<file path="src/rtl/icache.sv">
// Direct-mapped, one-word-per-line instruction cache with a single outstanding
// line fill. Responses are registered one-cycle pulses on inst_get_ready.
module icache #(
  parameter int INDEX_BITS = 6
) (
  input  logic        clk,
  input  logic        rst,
  input  logic        rdy,
  input  logic        pc_send_enable,
  input  logic [31:0] pc_from_if,
  output logic        inst_get_ready,
  output logic [31:0] inst_to_if,
  input  logic        jump_flag,
  output logic        mem_req_enable,
  output logic [31:0] mem_addr,
  input  logic        mem_done,
  input  logic [31:0] mem_data
);
  localparam int LINES = 1 << INDEX_BITS;
  localparam int TAG_W = 32 - INDEX_BITS - 2;

  typedef enum logic {IDLE, MISS} state_t;

  state_t                        r_state, w_state_nxt;
  logic                          r_cancel;
  logic                          r_ready;
  logic [31:0]                   r_inst;
  logic                          r_mem_req;
  logic [31:0]                   r_mem_addr;
  logic [LINES-1:0]              r_valid;
  logic [LINES-1:0][TAG_W-1:0]   r_tag;
  logic [LINES-1:0][31:0]        r_data;

  logic [INDEX_BITS-1:0] w_idx, w_fill_idx;
  logic [TAG_W-1:0]      w_tag, w_fill_tag;
  logic                  w_hit_line;
  logic                  w_miss, w_fill, w_rsp;
  logic [31:0]           w_rsp_data;
  logic                  w_unused;

  assign w_idx      = pc_from_if[INDEX_BITS+1:2];
  assign w_tag      = pc_from_if[31:INDEX_BITS+2];
  // The latched fill address doubles as the pending miss pc.
  assign w_fill_idx = r_mem_addr[INDEX_BITS+1:2];
  assign w_fill_tag = r_mem_addr[31:INDEX_BITS+2];
  assign w_hit_line = r_valid[w_idx] && (r_tag[w_idx] == w_tag);
  assign w_unused   = ^{pc_from_if[1:0], r_mem_addr[1:0]};

  always_ff @(posedge clk or posedge rst) begin
    if (rst) r_state <= IDLE;
    else     r_state <= w_state_nxt;
  end

  always_comb begin
    w_state_nxt = r_state;
    w_miss      = 1'b0;
    w_fill      = 1'b0;
    w_rsp       = 1'b0;
    w_rsp_data  = r_data[w_idx];
    case (r_state)
      IDLE: begin
        // r_ready blocks back-to-back accepts so responses never abut.
        if (rdy && !jump_flag && pc_send_enable && !r_ready) begin
          if (w_hit_line) begin
            w_rsp = 1'b1;
          end else begin
            w_miss      = 1'b1;
            w_state_nxt = MISS;
          end
        end
      end
      MISS: begin
        if (rdy && mem_done) begin
          w_fill      = 1'b1;
          w_state_nxt = IDLE;
          if (!r_cancel && !jump_flag) begin
            w_rsp      = 1'b1;
            w_rsp_data = mem_data;
          end
        end
      end
      default: w_state_nxt = IDLE;
    endcase
  end

  always_ff @(posedge clk or posedge rst) begin
    if (rst) begin
      r_cancel   <= 1'b0;
      r_ready    <= 1'b0;
      r_inst     <= '0;
      r_mem_req  <= 1'b0;
      r_mem_addr <= '0;
      r_valid    <= '0;
    end else if (rdy) begin
      r_ready <= w_rsp;
      if (w_rsp) r_inst <= w_rsp_data;
      if (w_miss) begin
        r_mem_req  <= 1'b1;
        r_mem_addr <= {pc_from_if[31:2], 2'b00};
      end
      if (w_fill) begin
        r_mem_req          <= 1'b0;
        r_valid[w_fill_idx] <= 1'b1;
      end
      if (w_fill)                            r_cancel <= 1'b0;
      else if (r_state == MISS && jump_flag) r_cancel <= 1'b1;
    end else begin
      r_ready <= 1'b0;
    end
  end

  // Tag and data need no reset; the valid bits gate every use.
  always_ff @(posedge clk) begin
    if (w_fill) begin
      r_tag[w_fill_idx]  <= w_fill_tag;
      r_data[w_fill_idx] <= mem_data;
    end
  end

  assign inst_get_ready = r_ready;
  assign inst_to_if     = r_inst;
  assign mem_req_enable = r_mem_req;
  assign mem_addr       = r_mem_addr;
endmodule
</file>
<file path="config.mk">
export PLATFORM = sky130hd
export DESIGN_NAME = icache
export DESIGN_NICKNAME = d
export VERILOG_FILES = /design/src/rtl/icache.sv
export SDC_FILE = /design/constraint.sdc
export NUM_CORES = 2
export LEC_CHECK = 0
export CAP_MARGIN = 20
export CORE_MARGIN = 5
export CORE_UTILIZATION = 50
export CTS_BUF_LIST = sky130_fd_sc_hd__clkbuf_4
export CTS_CLUSTER_SIZE = 28
export DETAILED_ROUTE_END_ITERATION = 6
export PLACE_DENSITY_LB_ADDON = 0.15
export RECOVER_POWER = 25
export REMOVE_ABC_BUFFERS = 1
export SLEW_MARGIN = 25
export SYNTH_ARGS = -nofsm -noshare
export SYNTH_HDL_FRONTEND = slang
export SYNTH_SLANG_ARGS = --single-unit
</file>
<file path="constraint.sdc">
create_clock -name clk -period 4.1 [get_ports clk]
set_clock_uncertainty 0.05 [all_clocks]
set_input_delay 0.41 -clock clk [delete_from_list [all_inputs] [get_ports clk]]
set_output_delay 0.41 -clock clk [all_outputs]
set_load 0.05 [all_outputs]
</file>
==> flow_summary.toml <==
[yosys]
ys_ff_latch = 3714
async_flop_share_pct = 3.50
post-synth-top-count-cell = "edfxtp_1"
synth_ff_type = "edfxtp_1"
synthTopCellsByArea = "edfxtp_1, mux4_2, mux2i_1, dfrtp_1, a22oi_1"
yosys.area.top_type = "edfxtp_1"
yosys-top-cells-count = "edfxtp_1, mux4_2, mux2i_1"
synthesis.area_sq_um = 143000
synth_cell_type_count = 70
synth_edf_count = 3584
syn_area_per_cell_sq_um = 22.7
ys_seq_area_share_pct = 77.7
yosys_warnings = 0
syn_inst = 6300
yosys.area.top_type_share_pct = 75.4

[layout]
design_area_sq_um = 167000
synthToLayoutAreaGrowth_pct = 17.0
drive_gt1_share_pct = 37.6
fin_nets = 7795

[critical_path]
worst-r2r-setup-slack_ns = -0.01
critPathArrivalTime_ns = 5.51
reg2regPathDepth = 16
r2r_end = "inst_to_if[9]"
crit_path_end = "inst_to_if[9]"
regToRegStartpoint = "r_tag[608]"
critPathCaptureType = "register"
cp.required_ns = 5.42
worstPathMaxFanout = 17
crit_path_start_kind = "input pin"
path_class = "in -> reg"
worstSetupStartpoint = "pc_from_if[7]"

[grt]
grt_usage_pct = 29.1
grt_pass1_wl_mm = 599
grt_pass1_vias = 77300
grt.overflow.total = 0
grt_max_degree = 147
antenna_found_initial = 14

[detailed_routing]
drc = 0
detail_route.wl_per_cell_microns = 35.6
drt_iter0_drc = 10300
ant_nets = 0
first_pass_iters = 5
vias_per_cell = 6.29
routed_wl_mm = 434
vias = 76700

[die]
row_count = 196
start_util_pct = 50.1
dieArea_sq_um = 296000
core-area_sq_um = 285000
ioPinCount = 136
die_y_microns = 544
dieWidth_microns = 544

[placed_design]
dpl_cell_area_sq_um = 154000
dp_hpwl_mm = 238
numPortBuffers = 131
gp_congestion = 0.859
pre_cts_slack_ns = -0.721

[timing]
min_period_ns = 4.19
hold_viol = 0
worstMarginPinSlew_ns = 2.73
hold_slack_ns = 0.175
fin_tns_setup_ns = -1.26
maxSlewViolCount = 1820
min_period_over_period_pct = 102
finalSetupViolCount = 25
worst_slack_ns = -0.0911
fmax_ghz = 0.239
relSlewSlack_pct = -81.7

[run_status]
violations = "capacitance limit, slew limit, setup timing"
status = "finished with violations"

[power]
powerDensity_nw_per_um2 = 487
irDropWorstVdd_v = 0.000336
leakage_nw = 55.5

[clock_tree]
clock_latency_ns = 1.61
cts_buffers = 912
cts-root-buf = "clkbuf_4"
clkTransAtPathRegs_ns = 0.07
cts_tree = "built"
cts_max_level = 6
numClockSinks = 3714
clock_path_buffers = 4

[worst_hold_path]
hold_class = "in -> reg"

[run]
drv_cap = 29
-- area by class of cell --
cell class	count	area, sq um
inverters	43	179
fillers	21000	118000
flip-flops and latches	3714	111000
multi-input cells	2201	30600
well taps	3762	4710
clock inverters	258	1470
diodes	5	12.5
clock buffers	1356	10200
repair buffers	853	8900
-- how the worst min path moves through the flow --
stage / from / to / slack (ns) / cells past startpoint
final: pc_from_if[15] / mem_addr[15] / 0.17 / 3
after global routing: pc_from_if[15] / mem_addr[15] / 0.1 / 3
after CTS: mem_data[28] / inst_to_if[28] / 0.001 / 4
after floorplan: r_valid[16] / r_valid[16] / 0.38 / 1
after global placement: r_valid[31] / r_valid[31] / 0.40 / 1
after detailed placement: r_valid[35] / r_valid[35] / 0.40 / 1
-- registers in the layout, indices dropped and copies added (netlist names) --
register	flops
r_data	2048
r_tag	1536
r_valid	64
inst_to_if	32
mem_addr	30
inst_get_ready	1
mem_req_enable	1
r_cancel	1
r_state	1
-- where the power goes --
group / internal, mW / switching, mW / leakage [nW] / total [mW]
Clock: 15.5 / 15.0 / 6.91 / 30.5
Sequential: 43.3 / 1.01 / 33.8 / 44.4
Combinational: 2.42 / 4.07 / 14.7 / 6.49
-- cell usage in the layout, fill, tap and decap left out, types with 27 or more instances in the layout --
cell type        netlist  layout
dfrtp_1              130     112
inv_1                 43      39
edfxtp_1            3584    3584
a22oi_1              127     127
a221oi_2              30      32
buf_4                 38     409
nor2_4                 0      65
buf_12                 0     163
a21oi_1               35      35
clkdlybuf4s50_1        0      92
or2_2                 68      68
clkbuf_4               0    1356
o21ai_0               29      29
nand2_1              101     100
nand3_1               70      70
clkbuf_1             134      43
mux4_2               913     913
clkinv_1               0     182
dlygate4sd3_1          0     116
mux2i_1              353     353
nor2_1               171     106
mux2_1                28      27
-- cell families after synthesis --
group	count (synthesis)	synth area share, %
AOI/OAI and AO/OA	358	1.95
xor gates and xnor gates	18	0.110
buffers and inverters	386	1.30
DFF	3714	77.7
muxes	1306	17.2
other	1	0.00263
and+or+nand+nor	517	1.75
-- layer usage --
| layer | GRT usage (%) | wire length (microns) | up-vias |
|---|---|---|---|
| met5 | 0 | 73 | - |
| met4 | 10.8 | 16500 | 10 |
| met3 | 5.71 | 42300 | 809 |
| met2 | 46.0 | 208000 | 4685 |
| met1 | 40.9 | 168000 | 41000 |
| li1 | - | - | 30200 |
-- metrics by stage --
stage          total power [mW]  utilization, %  instances
2_1_floorplan              48.0               -       5958
3_3_place_gp               51.3            54.0      10400
3_5_place_dp               51.5            54.0      10400
4_1_cts                    81.9            58.7      12200
5_1_grt                    84.5            58.6      12200
6_report                   81.3            58.6      12200
-- critical path, stage by stage --
cell	delay, ns
dlygate4sd3_1	0.53
buf_2	0.11
dlygate4sd3_1	0.58
buf_12	0.18
and2_0	0.33
buf_4	0.24
buf_4	0.20
and3_4	0.18
a31oi_2	0.14
a41oi_2	0.14
a31oi_1	0.19
xor2_1	0.23
buf_4	0.19
nand4_1	0.11
or4_4	0.62
nor4_4	0.14
buf_4	0.17
buf_4	0.10
and2_4	0.14
buf_12	0.17
buf_16	0.19
a221oi_2	0.07
-- timing repair --
action	in CTS	in global routing
gates cloned	1	3
gates resized for setup	12	19
hold buffers	136	3
buffers inserted	2	4
endpoints found under the hold margin	2211	162
setup endpoints to repair	13	49
pin swaps	2	12
Note: power is estimated with default switching activity, not from simulation.
